$ cat src/rtl/esfa_op_dispatcher.sv
// ESFA operation dispatcher: buffers host commands in a small FIFO and sequences
// each one onto the operation chooser, returning a status-tagged response.
module esfa_op_dispatcher #(
  parameter int DATA_W     = 8,
  parameter int IDX_W      = 4,
  parameter int FIFO_DEPTH = 4,
  parameter int OP_TIMEOUT = 16
) (
  input  logic              clk,
  input  logic              rst,
  input  logic              cmd_valid,
  output logic              cmd_ready,
  input  logic [2:0]        cmd_op,
  input  logic [IDX_W-1:0]  cmd_index,
  input  logic [DATA_W-1:0] cmd_value,
  input  logic [DATA_W-1:0] cmd_handle,
  input  logic              cmd_is_handle,
  output logic              op_start,
  output logic [2:0]        op_selector,
  output logic [IDX_W-1:0]  op_index,
  output logic [DATA_W-1:0] op_value,
  output logic [DATA_W-1:0] op_handle,
  output logic              op_a_is_handle,
  input  logic              op_done,
  input  logic              op_result_bool,
  input  logic [DATA_W-1:0] op_result_value,
  output logic              rsp_valid,
  input  logic              rsp_ready,
  output logic [1:0]        rsp_status,
  output logic              rsp_bool,
  output logic [DATA_W-1:0] rsp_value
);
  localparam int PTR_W = (FIFO_DEPTH > 1) ? $clog2(FIFO_DEPTH) : 1;
  localparam int CNT_W = $clog2(FIFO_DEPTH + 1);
  localparam int TMR_W = $clog2(OP_TIMEOUT + 1);
  localparam int ENT_W = 3 + IDX_W + 2 * DATA_W + 1;

  localparam logic [2:0] SEL_SCAN     = 3'd0;
  localparam logic [2:0] SEL_FINALIZE = 3'd1;
  localparam logic [1:0] ST_OK        = 2'b00;
  localparam logic [1:0] ST_ILLEGAL   = 2'b01;
  localparam logic [1:0] ST_TIMEOUT   = 2'b10;

  typedef enum logic [2:0] {S_IDLE, S_ISSUE, S_WAIT, S_ISSUE2, S_WAIT2, S_RESP} state_t;

  logic [ENT_W-1:0]  fifo_mem [FIFO_DEPTH];
  logic [PTR_W-1:0]  wr_ptr_q, wr_ptr_d, rd_ptr_q, rd_ptr_d;
  logic [CNT_W-1:0]  count_q, count_d;
  logic              push, pop, fifo_empty, fifo_full;

  logic [2:0]        head_op;
  logic [IDX_W-1:0]  head_index;
  logic [DATA_W-1:0] head_value, head_handle;
  logic              head_is_handle;

  state_t            state_q, state_d;
  logic [TMR_W-1:0]  timer_q, timer_d;
  logic              lookup_q, lookup_d;
  logic              op_start_q, op_start_d;
  logic [2:0]        op_selector_q, op_selector_d;
  logic [IDX_W-1:0]  op_index_q, op_index_d;
  logic [DATA_W-1:0] op_value_q, op_value_d, op_handle_q, op_handle_d;
  logic              op_a_is_handle_q, op_a_is_handle_d;
  logic              rsp_valid_q, rsp_valid_d, rsp_bool_q, rsp_bool_d;
  logic [1:0]        rsp_status_q, rsp_status_d;
  logic [DATA_W-1:0] rsp_value_q, rsp_value_d;

  assign fifo_empty = (count_q == '0);
  assign fifo_full  = (count_q == CNT_W'(FIFO_DEPTH));
  assign cmd_ready  = !fifo_full;
  assign push       = cmd_valid && !fifo_full;
  assign {head_op, head_index, head_value, head_handle, head_is_handle} = fifo_mem[rd_ptr_q];

  always_ff @(posedge clk) begin
    if (push) fifo_mem[wr_ptr_q] <= {cmd_op, cmd_index, cmd_value, cmd_handle, cmd_is_handle};
  end

  always_comb begin
    wr_ptr_d         = push ? wr_ptr_q + PTR_W'(1) : wr_ptr_q;
    pop              = 1'b0;
    state_d          = state_q;
    timer_d          = timer_q;
    lookup_d         = lookup_q;
    op_start_d       = 1'b0;
    op_selector_d    = op_selector_q;
    op_index_d       = op_index_q;
    op_value_d       = op_value_q;
    op_handle_d      = op_handle_q;
    op_a_is_handle_d = op_a_is_handle_q;
    rsp_valid_d      = rsp_valid_q;
    rsp_status_d     = rsp_status_q;
    rsp_bool_d       = rsp_bool_q;
    rsp_value_d      = rsp_value_q;
    unique case (state_q)
      S_IDLE: begin
        if (!fifo_empty) begin
          pop = 1'b1;
          if (head_op[2:1] == 2'b11) begin
            state_d      = S_RESP;
            rsp_valid_d  = 1'b1;
            rsp_status_d = ST_ILLEGAL;
            rsp_bool_d   = 1'b0;
            rsp_value_d  = '0;
          end else begin
            state_d          = S_ISSUE;
            op_start_d       = 1'b1;
            lookup_d         = (head_op == 3'd0);
            op_selector_d    = (head_op == 3'd0) ? SEL_SCAN : head_op + 3'd1;
            op_index_d       = head_index;
            op_value_d       = head_value;
            op_handle_d      = head_handle;
            op_a_is_handle_d = head_is_handle;
          end
        end
      end
      S_ISSUE, S_ISSUE2: begin
        timer_d = '0;
        state_d = (state_q == S_ISSUE) ? S_WAIT : S_WAIT2;
      end
      S_WAIT, S_WAIT2: begin
        timer_d = timer_q + TMR_W'(1);
        // A completion in the timeout cycle still counts as a completion.
        if (op_done) begin
          if (state_q == S_WAIT && lookup_q) begin
            state_d       = S_ISSUE2;
            op_start_d    = 1'b1;
            op_selector_d = SEL_FINALIZE;
          end else begin
            state_d      = S_RESP;
            rsp_valid_d  = 1'b1;
            rsp_status_d = ST_OK;
            rsp_bool_d   = op_result_bool;
            rsp_value_d  = op_result_value;
          end
        end else if (timer_q == TMR_W'(OP_TIMEOUT - 1)) begin
          state_d      = S_RESP;
          rsp_valid_d  = 1'b1;
          rsp_status_d = ST_TIMEOUT;
          rsp_bool_d   = 1'b0;
          rsp_value_d  = '0;
        end
      end
      S_RESP: begin
        if (rsp_ready) begin
          rsp_valid_d = 1'b0;
          state_d     = S_IDLE;
        end
      end
      default: state_d = S_IDLE;
    endcase
    rd_ptr_d = pop ? rd_ptr_q + PTR_W'(1) : rd_ptr_q;
    count_d  = count_q + CNT_W'(push) - CNT_W'(pop);
  end

  always_ff @(posedge clk) begin
    if (rst) begin
      wr_ptr_q <= '0;  rd_ptr_q <= '0;  count_q <= '0;
      state_q <= S_IDLE;  timer_q <= '0;  lookup_q <= 1'b0;
      op_start_q <= 1'b0;  op_selector_q <= '0;  op_index_q <= '0;
      op_value_q <= '0;  op_handle_q <= '0;  op_a_is_handle_q <= 1'b0;
      rsp_valid_q <= 1'b0;  rsp_status_q <= ST_OK;  rsp_bool_q <= 1'b0;  rsp_value_q <= '0;
    end else begin
      wr_ptr_q <= wr_ptr_d;  rd_ptr_q <= rd_ptr_d;  count_q <= count_d;
      state_q <= state_d;  timer_q <= timer_d;  lookup_q <= lookup_d;
      op_start_q <= op_start_d;  op_selector_q <= op_selector_d;  op_index_q <= op_index_d;
      op_value_q <= op_value_d;  op_handle_q <= op_handle_d;  op_a_is_handle_q <= op_a_is_handle_d;
      rsp_valid_q <= rsp_valid_d;  rsp_status_q <= rsp_status_d;
      rsp_bool_q <= rsp_bool_d;  rsp_value_q <= rsp_value_d;
    end
  end

  assign op_start       = op_start_q;
  assign op_selector    = op_selector_q;
  assign op_index       = op_index_q;
  assign op_value       = op_value_q;
  assign op_handle      = op_handle_q;
  assign op_a_is_handle = op_a_is_handle_q;
  assign rsp_valid      = rsp_valid_q;
  assign rsp_status     = rsp_status_q;
  assign rsp_bool       = rsp_bool_q;
  assign rsp_value      = rsp_value_q;
endmodule

$ cat config.mk
export PLATFORM = sky130hd
export DESIGN_NAME = esfa_op_dispatcher
export DESIGN_NICKNAME = d
export VERILOG_FILES = /design/src/rtl/esfa_op_dispatcher.sv
export SDC_FILE = /design/constraint.sdc
export NUM_CORES = 1
export LEC_CHECK = 0
export CAP_MARGIN = 20
export CORE_MARGIN = 8
export CORE_UTILIZATION = 35
export CTS_CLUSTER_SIZE = 28
export DETAILED_ROUTE_END_ITERATION = 10
export DONT_BUFFER_PORTS = 1
export PLACE_DENSITY = 0.53
export SLEW_MARGIN = 0
export SYNTH_ARGS = -nofsm -noshare
export SYNTH_HDL_FRONTEND = slang
export SYNTH_SLANG_ARGS = --single-unit
export TNS_END_PERCENT = 50
$ cat constraint.sdc
create_clock -name clk -period 2.58 [get_ports clk]
set_input_delay 0.516 -clock clk [delete_from_list [all_inputs] [get_ports clk]]
set_output_delay 0.516 -clock clk [all_outputs]
set_load 0.02 [all_outputs]
==> flow_summary.yaml, run 1 <==
timing:
  hold_violations: 0
  post-route-min-period_ns: 2.323
  fin_crit_sh_pct: 90.05
  rsz0062_at_grt: "false"
  clock_skew_ns: 0.01758
  setup_violations: 0
  slew_headroom_pct: 58.14
  tns_ns: 0
  slew_viol_final: 0
  max_freq_mhz: 430.4
  worstMarginPinSlew_ns: 0.6251
cells_and_area:
  diodes: 0
  layout_commonest_cell: "edfxtp_1"
  most-common-layout-cells: "96 x edfxtp_1, 55 x nand2_1, 54 x dfxtp_1"
  nFillCells: 1557
  area_growth_pct: 15.16
  drive_gt1_share_pct: 17.70
  final_area_um2: 6844
  final_util_pct: 41.27
  nets: 488
clock_tree:
  cts_sinks: 151
  cts_tree: "yes"
  cts.reportedPaths.clkPinSlew_ns: 0.06
  cts_resized: 0
  cts_root_buf: "clkbuf_16"
  numCtsBuffers: 17
  postCtsHoldBufs: 0
  clkLatencyLatePin_ns: 0.42
  cts.htree.levels: 4
  clockBufferDepth: 2
  post-cts-setup-buffers: 0
yosys:
  yosysWarnings: 0
  synth_cell_types: 46
  syn_inst: 426
  synth_edf_count: 96
  ys_seq_area_share_pct: 67.03
  synthTopCellsByArea: "edfxtp_1 49%, dfxtp_1 19%, mux4_2 9.1%"
  synth_top_area_share_pct: 48.51
  synth_area_um2: 5943
  synth.avg_cell_area_um2: 13.95
  synthesis.nets: 475
  synth_area_leader_cell: "edfxtp_1"
  ys_async_sr_fraction_pct: 0
  ys_ff_latch: 151
  synth_flop_cell: "edfxtp_1"
drt:
  viasPerCell: 4.972
  routed_wl_um: 12340
  route.vias.total: 3341
  drt_iter0_markers: 173
  remaining_drc_errors: 0
  drtAntennaViolNets: 0
  firstDrtPassIters: 4
  wl_per_cell_um: 18.36
pwr:
  powerDensity_nw_per_um2: 1167
  p_leak_nw: 2.301
  vdd_ir_drop_max_mv: 0.5556
die:
  initial_core_util_pct: 35.84
  die_y_um: 146.3
  die_w_um: 146.3
  coreArea_um2: 16580
  rows: 47
  fp.dieArea_um2: 21410
  ios: 76
worst_setup_path:
  critPathLaunchType: "flop"
  path_class: "reg -> reg"
  arrival_ns: 2.62
  worst_setup_path_end_kind: "flop"
  r2r_slack_ns: 0.26
  crit_required_ns: 2.88
  worst-path-max-fanout: 12
placement:
  detailed_place_hpwl_um: 7976
  port_buffers: 0
  place_area_um2: 6240
  gp_congestion: 0.7650
min_path:
  hp-class: "in -> reg"
global_route:
  overflow: 0
  grt_max_degree: 56
  grt_pass1_vias: 3518
  grt_usage_pct: 12.00
  grt_first_pass_wirelength_um: 19750
  antenna_found_initial: 0
run:
  max-cap-violations: 0
outcome:
  status: "finished clean"
[kinds of logic (layout without fill, tap and decap cells)]
| family | count (synthesis) | after routing | synth area share, % |
|---|---|---|---|
| compound gates | 60 | 60 | 6.442 |
| xor+xnor | 6 | 6 | 0.8842 |
| mux | 31 | 31 | 10.29 |
| fa+ha+maj | 11 | 11 | 2.442 |
| buf+inv | 36 | 62 | 2.568 |
| simple gates | 131 | 131 | 10.34 |
| flops | 151 | 151 | 67.03 |
[routing by layer]
layer | vias up | GRT usage [%] | routed length (um) | part of all wire [%]
li1 | 1589 | - | - | -
met5 | - | 0 | 0 | 0
met4 | 0 | 5.410 | 185 | 1.5
met1 | 1656 | 13.12 | 5010 | 41
met2 | 83 | 19.79 | 6113 | 50
met3 | 13 | 5.346 | 1027 | 8.3
[report_power, final]
part	total (W)	switching, W	internal, W
clock	0.00251	0.00104	0.00147
sequential	0.00349	0.000490	0.00300
combinational	0.00199	0.00114	0.000846
[state kept, by name (all words and copies together), names as in the netlist, 3 cells and up, named ones only]
name         cells
op_selector      3
count_q          3
op_value         8
rsp_value        8
state_q          3
op_index         4
fifo_mem        96
op_handle        8
timer_q          5
[cell usage after synthesis, types with 2 or more instances]
| cell type | instances |
|---|---|
| a21oi_1 | 29 |
| a22oi_1 | 3 |
| a31oi_1 | 2 |
| and2_1 | 2 |
| and3_1 | 5 |
| and3b_1 | 2 |
| buf_2 | 8 |
| clkbuf_1 | 12 |
| dfxtp_1 | 55 |
| edfxtp_1 | 96 |
| ha_1 | 10 |
| inv_1 | 14 |
| mux2i_1 | 6 |
| mux4_2 | 24 |
| nand2_1 | 55 |
| nand2b_1 | 12 |
| nand3_1 | 13 |
| nor2_1 | 24 |
| nor2b_1 | 3 |
| nor3_1 | 5 |
| nor3b_1 | 2 |
| nor4_1 | 2 |
| o21ai_0 | 9 |
| o21ai_1 | 6 |
| or3_1 | 2 |
| xnor2_1 | 5 |
[per-stage QoR]
step	total power (W)	std cells	hold WS (ns)	worst slack, ns
after floorplan	0.005018	426	0.4497	0.3549
after global placement	0.005555	640	0.4815	0.3117
after detailed placement	0.005591	640	0.4844	0.2508
after CTS	0.008120	672	0.1495	0.2396
after global routing	0.008483	672	0.1421	0.04069
final	0.007988	672	0.1666	0.2568
[worst max-delay path, cell delays in order (launching register included)]
cell and delay (ns):
dfxtp_1 0.41, or3_1 0.46, nor2_2 0.23, ha_1 0.16
inv_1 0.04, ha_1 0.18, fa_1 0.38, xnor2_1 0.18
xnor2_1 0.13, nor2_1 0.06
[path summary, 6_finish.rpt]
check | from | end | cells after the start
worst min-delay path | rst | op_handle[0]$_SDFFE_PP0P_ | 1
worst max register to register | state_q[2]$_SDFFE_PP0P_ | count_q[2]$_SDFF_PP0_ | 9
worst max-delay path | state_q[2]$_SDFFE_PP0P_ | count_q[2]$_SDFF_PP0_ | 9
worst min register to register | lookup_q$_SDFFE_PP0P_ | lookup_q$_SDFFE_PP0P_ | 2
[layout make-up]
type | count | area [um^2] | share of cell area (%)
flip-flops and latches | 151 | 3985 | 58.23
multi-input cells | 239 | 1807 | 26.40
clock buffers | 17 | 425.4 | 6.216
well taps | 220 | 275.3 | 4.022
clock inverters | 15 | 178.9 | 2.614
repair buffers | 16 | 120.1 | 1.755
inverters | 14 | 52.55 | 0.7678
Note: power is estimated with default switching activity, not from simulation.
==> inputs of run 2 (changes only) <==
Settings changed: ABC_CLOCK_PERIOD_IN_PS set to 2580.
==> results of run 2 <==
Same layout as run 1: the final DEF is identical, and so are final timing and power.
